## src/rtl/wb_bus_wdt_pkg.sv

```systemverilog
// ============================================================================
// Module   : wb_bus_wdt_pkg
// Brief    : Shared FSM encodings and defaults for the Wishbone bus watchdog.
// Revision : 1.0
// ============================================================================
`default_nettype none

package wb_bus_wdt_pkg;

  typedef enum logic [1:0] {
    IDLE = 2'b00,
    WAIT = 2'b01,
    TOUT = 2'b10,
    HOLD = 2'b11
  } wdt_state_e;

  localparam logic [31:0] ERR_RDT_DEFAULT = 32'hdeaddead;
  localparam logic [7:0]  FAULT_CNT_MAX   = 8'hff;

endpackage

`default_nettype wire

```

## src/rtl/wdt_fault_log.sv

```systemverilog
// ============================================================================
// Module   : wdt_fault_log
// Brief    : Sticky fault log; a logging event takes priority over a clear.
// Revision : 1.0
// ============================================================================
`default_nettype none

module wdt_fault_log
  import wb_bus_wdt_pkg::*;
(
  input  logic        clk,
  input  logic        rst_n,
  input  logic        log_en,
  input  logic        clr,
  input  logic [31:0] log_adr,
  input  logic        log_we,
  output logic        fault,
  output logic [31:0] fault_adr,
  output logic        fault_we,
  output logic [7:0]  fault_cnt
);

  logic        fault_q, fault_d;
  logic [31:0] adr_q, adr_d;
  logic        we_q, we_d;
  logic [7:0]  cnt_q, cnt_d;

  always_comb begin
    fault_d = fault_q;
    adr_d   = adr_q;
    we_d    = we_q;
    cnt_d   = cnt_q;
    if (clr) begin
      fault_d = 1'b0;
      adr_d   = '0;
      we_d    = 1'b0;
      cnt_d   = '0;
    end
    // A clear on the same edge as a timeout still records that timeout.
    if (log_en) begin
      fault_d = 1'b1;
      adr_d   = log_adr;
      we_d    = log_we;
      if (clr)
        cnt_d = 8'd1;
      else if (cnt_q != FAULT_CNT_MAX)
        cnt_d = cnt_q + 8'd1;
    end
  end

  always_ff @(posedge clk or negedge rst_n) begin
    if (!rst_n) begin
      fault_q <= 1'b0;
      adr_q   <= '0;
      we_q    <= 1'b0;
      cnt_q   <= '0;
    end else begin
      fault_q <= fault_d;
      adr_q   <= adr_d;
      we_q    <= we_d;
      cnt_q   <= cnt_d;
    end
  end

  assign fault     = fault_q;
  assign fault_adr = adr_q;
  assign fault_we  = we_q;
  assign fault_cnt = cnt_q;

endmodule

`default_nettype wire

```

## src/rtl/wb_bus_wdt.sv

```systemverilog
// ============================================================================
// Module   : wb_bus_wdt
// Brief    : Wishbone watchdog between arbiter and decoder; forces an error
//            ack when a slave fails to respond within TIMEOUT cycles.
// Revision : 1.0
// ============================================================================
`default_nettype none

module wb_bus_wdt
  import wb_bus_wdt_pkg::*;
#(
  parameter int unsigned TIMEOUT = 127,
  parameter logic [31:0] ERR_RDT = ERR_RDT_DEFAULT
) (
  input  logic        wb_clk,
  input  logic        wb_rst_n,
  input  logic        s_cyc,
  input  logic        s_stb,
  input  logic        s_we,
  input  logic [3:0]  s_sel,
  input  logic [31:0] s_adr,
  input  logic [31:0] s_dat,
  output logic        s_ack,
  output logic [31:0] s_rdt,
  output logic        m_cyc,
  output logic        m_stb,
  output logic        m_we,
  output logic [3:0]  m_sel,
  output logic [31:0] m_adr,
  output logic [31:0] m_dat,
  input  logic        m_ack,
  input  logic [31:0] m_rdt,
  input  logic        fault_clr,
  output logic        fault_irq,
  output logic        fault,
  output logic [31:0] fault_adr,
  output logic        fault_we,
  output logic [7:0]  fault_cnt
);

  localparam int CW = $clog2(TIMEOUT + 1);

  wdt_state_e    state_q, state_d;
  logic [CW-1:0] count_q, count_d;
  logic          fault_irq_q, fault_irq_d;
  logic          pass;

  always_comb begin
    state_d = state_q;
    count_d = count_q;
    unique case (state_q)
      IDLE: begin
        // An ack in the request cycle itself is a plain pass-through.
        if (s_cyc && s_stb && !m_ack) begin
          state_d = WAIT;
          count_d = CW'(1);
        end
      end
      WAIT: begin
        if (!s_cyc || m_ack) begin
          state_d = IDLE;
          count_d = '0;
        end else if (count_q == CW'(TIMEOUT - 1)) begin
          state_d = TOUT;
          count_d = '0;
        end else if (count_q < CW'(TIMEOUT)) begin
          count_d = count_q + CW'(1);
        end
      end
      TOUT: state_d = HOLD;
      HOLD: if (!s_cyc) state_d = IDLE;
      default: begin
        state_d = IDLE;
        count_d = '0;
      end
    endcase
    fault_irq_d = (state_d == TOUT);
  end

  always_ff @(posedge wb_clk or negedge wb_rst_n) begin
    if (!wb_rst_n) begin
      state_q     <= IDLE;
      count_q     <= '0;
      fault_irq_q <= 1'b0;
    end else begin
      state_q     <= state_d;
      count_q     <= count_d;
      fault_irq_q <= fault_irq_d;
    end
  end

  assign pass  = (state_q == IDLE) || (state_q == WAIT);

  assign m_we  = s_we;
  assign m_sel = s_sel;
  assign m_adr = s_adr;
  assign m_dat = s_dat;
  assign m_cyc = pass && s_cyc;
  assign m_stb = pass && s_stb;

  assign s_ack = wb_rst_n && ((pass && m_ack) || (state_q == TOUT));
  assign s_rdt = (state_q == TOUT) ? ERR_RDT : m_rdt;

  assign fault_irq = fault_irq_q;

  wdt_fault_log u_fault_log (
    .clk       (wb_clk),
    .rst_n     (wb_rst_n),
    .log_en    (state_q == TOUT),
    .clr       (fault_clr),
    .log_adr   (s_adr),
    .log_we    (s_we),
    .fault     (fault),
    .fault_adr (fault_adr),
    .fault_we  (fault_we),
    .fault_cnt (fault_cnt)
  );

endmodule

`default_nettype wire

```

## config.mk

```make
export PLATFORM = sky130hd
export DESIGN_NAME = wb_bus_wdt
export DESIGN_NICKNAME = d
export VERILOG_FILES = /design/src/rtl/wb_bus_wdt_pkg.sv /design/src/rtl/wdt_fault_log.sv /design/src/rtl/wb_bus_wdt.sv
export SDC_FILE = /design/constraint.sdc
export NUM_CORES = 1
export LEC_CHECK = 0
export BUFFER_PORTS_ARGS = -buffer_cell sky130_fd_sc_hd__clkbuf_2
export CORE_AREA = 2 2 99 101
export CTS_BUF_LIST = sky130_fd_sc_hd__clkbuf_16
export CTS_CLUSTER_SIZE = 8
export DETAILED_ROUTE_END_ITERATION = 16
export DIE_AREA = 0 0 101 103
export HOLD_SLACK_MARGIN = 0.06
export PLACE_DENSITY = 0.69
export REMOVE_ABC_BUFFERS = 1
export SETUP_SLACK_MARGIN = 0.02
export SYNTH_ARGS = -nofsm -noshare
export SYNTH_HDL_FRONTEND = slang
export SYNTH_HIERARCHICAL = 1
export SYNTH_SLANG_ARGS = --single-unit
```

## constraint.sdc

```tcl
create_clock -name wb_clk -period 4.6 [get_ports wb_clk]
set_input_delay 0.69 -clock wb_clk [delete_from_list [all_inputs] [get_ports wb_clk]]
set_output_delay 0.69 -clock wb_clk [all_outputs]
set_load 0.03 [all_outputs]
```

# After elaboration in Yosys (flattened, before gate mapping)
# Index checks and enable logic that the tools add are counted.
word_totals:
  reg_bits: 52
  input_bits: 107
  wordCells: 53
classes:
  addsub: 2
  order_cmp: 1
  eq_ne: 8
  muxes: 20
  reduce_logical: 15
ops:
  columns: ["cell", "n"]
  rows:
  - ["32-bit two-way mux", 3]
  - ["8-bit two-way mux", 4]
  - ["7-bit two-way mux", 4]
  - ["7-bit one-hot mux with 2 select lines", 1]
  - ["8-bit by 1-bit adder with 8-bit output (second input constant)", 1]
  - ["2-bit two-way mux", 4]
  - ["8-bit inequality test (second input constant)", 1]
  - ["2-bit one-hot mux with 4 select lines", 1]
  - ["7-bit by 1-bit adder with 7-bit output (second input constant)", 1]
  - ["7-bit equality test (second input constant)", 1]
  - ["7-bit less-than comparator (second input constant)", 1]
  - ["2-bit equality test (second input constant)", 3]
  - ["1-bit logical AND", 6]
  - ["4-bit inequality test (second input constant)", 1]
  - ["2-bit nonzero test", 2]
  - ["1-bit logical OR", 3]
  - ["1-bit two-way mux", 3]
  - ["3-bit AND reduction", 1]
  - ["2-bit by 1-bit equality test with 1-bit output (second input constant)", 1]
  - ["1-bit logical NOT", 2]
  - ["2-bit logical NOT", 1]
  - ["2-bit inequality test (second input constant)", 1]

# Logic depth before layout (Yosys ltp)
logic_depth:
  depth_word: 5
  depth_mapped: 8
  depth_no_buf: 6

# Modules after synthesis
# The synthesis kept the hierarchy.
by_module_without_submodules:
  columns: ["module", "instances", "cells_per_inst", "area_per_inst_um2", "seq_area_each_um2"]
  rows:
  - ["wdt_fault_log", 1, 126, 1652.8, 1051.0]
  - ["wb_bus_wdt", 1, 169, 1342.5, 250.2]

# Worst setup path before layout
# OpenSTA, ideal clock, no wires.
synth_path:
  path_kind: "reg-to-output"
  from: "register state_q[0]"
  to: "output port s_ack"
  arrival_time_ns: 1.507
  t_required_ns: 3.910
  path_slack_ns: 2.403
  path_stages_with_launch: 5
  path_buffers: 1
  cell_sequence: "dfrtp_1 > inv_1 > nand2_1 > clkbuf_1 > a21boi_0"
synth_via:
  elab_chain_len: 5
  word_cells_on_any_way: 7
  cone_classes: "eq/ne (2); reduce/logical (5)"
synth_lines:
  columns: ["item", "line_no", "rtl"]
  rows:
  - ["start, declared", "wb_bus_wdt.sv:43", "wdt_state_e state_q, state_d;"]
  - ["start signal, assigned", "wb_bus_wdt.sv:86", "state_q <= state_d;"]
  - ["2-bit by 1-bit equality test with 1-bit output or 2-bit logical NOT (tied branches)", "wb_bus_wdt.sv:92", "assign pass = (state_q == IDLE) || (state_q == WAIT);"]
  - ["1-bit logical OR", "wb_bus_wdt.sv:92", null]
  - ["1-bit logical AND", "wb_bus_wdt.sv:101", "assign s_ack = wb_rst_n && ((pass && m_ack) || (state_q == TOUT));"]
  - ["1-bit logical OR *", "wb_bus_wdt.sv:101", null]
  - ["1-bit logical AND *", "wb_bus_wdt.sv:101", null]
  - ["end, declared", "wb_bus_wdt.sv:23", "output logic s_ack,"]
# Mark *: on every way between the ends. The rest lies on a longest branch, timed or not.

# Worst setup path in the final report
layout_path:
  from: "input port wb_rst_n"
  to: "output port s_ack"
layout_via:
  elab_chain_len: 1
layout_lines:
  columns: ["item", "line_no", "rtl"]
  rows:
  - ["start, declared", "wb_bus_wdt.sv:16", "input logic wb_rst_n,"]
  - ["1-bit logical AND", "wb_bus_wdt.sv:101", null]
# Every way passes these cells.

==> out/qor.yml <==
yosys:
  synth_top_area_frac: 0.434
  syn_avg_cell_area_sq_um: 10.2
  synth_edf_count: 0
  syn_area_sq_um: 3000
  postSynthCellCount: 295
  synth_seq_cells: 52
  synth_top_cell_by_area: "dfrtp_1"
  synth.area.top_cells: "dfrtp_1 (43%), buf_4 (17%), a22o_1 (9.6%)"
  synthDistinctLibCells: 44
  ys_seq_area_frac: 0.434
  synth_flop_cell: "dfrtp_1"
  synthArstFlopShare: 1.00
  yosys_warnings: 6
sta:
  finalCritPeriodShare: 0.537
  final_max_slew_viol_count: 0
  worstMarginPinSlew_ns: 0.760
  rsz0062_at_grt: "no"
  layout_min_cycle_time_ns: 2.47
  finalSetupTns_ns: 0
  clock.fmax_mhz: 405
  relSlewSlack: 0.492
  fin_skew_ns: 0.00265
  setup_viol: 0
  hold_violations: 0
setup_path:
  rr_worst_depth: 8
  r2r_slack_ns: 2.32
  critical_path_class: "in -> out"
  endpoint_kind: "primary output"
  crit_fanout: 53
  worst_ep_required_time_ns: 3.91
  cp_data_arrival_time_ns: 1.78
  r2r-start: "state_q[0]$_DFF_PN0_"
  rr_endpoint: "u_fault_log/fault_cnt[7]$_DFF_PN0_"
  crit_path_start_kind: "input port"
min_path:
  hold_path.class: "reg -> reg"
  hp-start: "u_fault_log/fault_adr[5]$_DFFE_PN0P_"
  whs_endpoint: "u_fault_log/fault_adr[5]$_DFFE_PN0P_"
  holdPathStages: 1
detailed_routing:
  wl_um: 8650
  via_per_inst: 4.91
  vias: 2547
  routedWlPerCell_um: 16.7
  dr.first_iter.drc_count: 69
  drc: 0
  antenna_left: 0
  drtPass1Iterations: 4
die:
  die_x_um: 101
  ios: 254
  core_area_sq_um: 9460
  fp.dieH_um: 103
  initial_core_util: 0.317
  row_count: 36
  die-area_sq_um: 10400
outcome:
  outcome: "finished, final reports clean"
cts:
  htree_levels: 2
  post_cts_resized: 0
  clockRootBuffer: "clkbuf_16"
  clock_path_buffers: 2
  holdBufCountCts: 0
  clkTransAtPathRegs_ns: 0.07
  cts.sink_count: 52
  clkLatencyLatePin_ns: 0.28
  post-cts-setup-buffers: 0
  cts_tree: "built"
  cts_buffers: 5
power_and_ir_drop:
  p_int_uw: 769
  p_comb_frac: 0.157
  leakagePower_nw: 2.06
  clkPwrFrac: 0.404
  pwr-share-seq: 0.439
  powerDensity_nw_per_um2: 287
  ir_worst_vdd_uv: 160
  total_power_mw: 1.05
  power_switching_uw: 282
  p_sw_frac: 0.268
grt:
  grt_pass1_wl_um: 12300
  grt_max_degree: 54
  grt_pass1_vias: 2217
  grt_overflow: 0
  antenna_found_initial: 0
  grt_use_total: 0.154
layout:
  fin_nets: 514
  syn_to_final_growth_pct: 22.2
  drive_above_1_share: 0.489
  antennaDiodeCount: 0
run:
  cap_violations: 0
placed_design:
  dp_hpwl_um: 6550
  gp_congestion: 0.782
  port_buffers: 181
[layer usage]
metal | wire (um) | GRT usage | vias up
met5 | 0 | 0.0529 | -
met4 | 25 | 0.0281 | 0
met3 | 1100 | 0.0888 | 4
met1 | 3630 | 0.193 | 1207
met2 | 3890 | 0.227 | 164
li1 | - | - | 1172
[cells in the final DEF, fill, tap and decap left out, types with 6 or more instances in the layout]
cell type,instances
nand2_1,8
a22o_1,33
nand2b_1,28
and2_1,11
inv_1,11
clkbuf_2,181
nor2_1,6
dfrtp_1,52
[metrics by stage]
stage	area (sq um)	worst slack (ns)	instances	hold WS, ns	util
finish	3660	2.13	519	0.500	0.387
global route	3660	1.96	519	0.515	0.387
CTS	3660	2.05	519	0.502	0.387
detailed placement	3490	2.06	511	0.483	0.369
global placement	3490	2.07	511	0.478	0.369
floorplan	2410	1.53	213	0.394	-
[worst max-delay path by stage]
stage / startpoint / end / slack [ns] / cells past startpoint
final: wb_rst_n / s_ack / 2.13 / 4
after detailed placement: wb_rst_n / s_ack / 2.06 / 4
after floorplan: state_q[0]$_DFF_PN0_ / u_fault_log/fault_adr[0]$_DFFE_PN0P_ / 1.53 / 5
after CTS: wb_rst_n / s_ack / 2.05 / 4
after global placement: wb_rst_n / s_ack / 2.07 / 4
after global routing: wb_rst_n / s_ack / 1.96 / 4
[cells in the mapped netlist (2+ instances only)]
library cell	number
a21oi_1	5
a211o_1	3
a21o_1	2
nand2b_1	28
mux2i_1	2
dfrtp_1	52
inv_1	10
nor3_1	5
and2_1	11
a211oi_1	3
nor2_1	7
a22o_1	33
o21ai_0	3
nand3_1	4
nor3b_1	2
a31oi_1	2
clkbuf_1	7
buf_2	5
ha_1	3
nor4_1	2
nor2b_1	3
and4_1	3
and3_1	2
buf_4	69
nand2_1	8
or3_1	3
[cell type report]
type / instances / area, sq um
fillers: 958 / 5800
well taps: 114 / 143
clock inverters: 3 / 42.5
repair buffers: 184 / 928
flip-flops and latches: 52 / 1300
multi-input cells: 151 / 1080
inverters: 10 / 37.5
clock buffers: 5 / 125
[critical path, cell delays in order]
cell,delay (ns)
clkbuf_2,0.08
buf_4,0.52
a21boi_0,0.24
clkbuf_2,0.23
[cells by family after synthesis]
group / Yosys count / synth area share
buf+inv: 92 / 0.206
simple gates: 84 / 0.170
compound gates: 59 / 0.158
flops: 52 / 0.434
mux: 4 / 0.0155
fa+ha+maj: 3 / 0.0125
xor+xnor: 1 / 0.00292
[flip-flops by register name, summed over array words and instances (netlist names)]
name / cells
u_fault_log/fault_adr: 32
u_fault_log/fault_cnt: 8
count_q: 7
state_q: 2
fault_irq: 1
u_fault_log/fault: 1
u_fault_log/fault_we: 1
[power by group through the flow]
stage	clock network, mW	registers, mW	logic [mW]
after detailed placement	0	0.470	0.167
after global routing	0.457	0.461	0.180
after global placement	0	0.470	0.166
final	0.425	0.461	0.165
after floorplan	0	0.469	0.0559
after CTS	0.435	0.461	0.168
No activity file was read; power rests on OpenSTA's default activity.
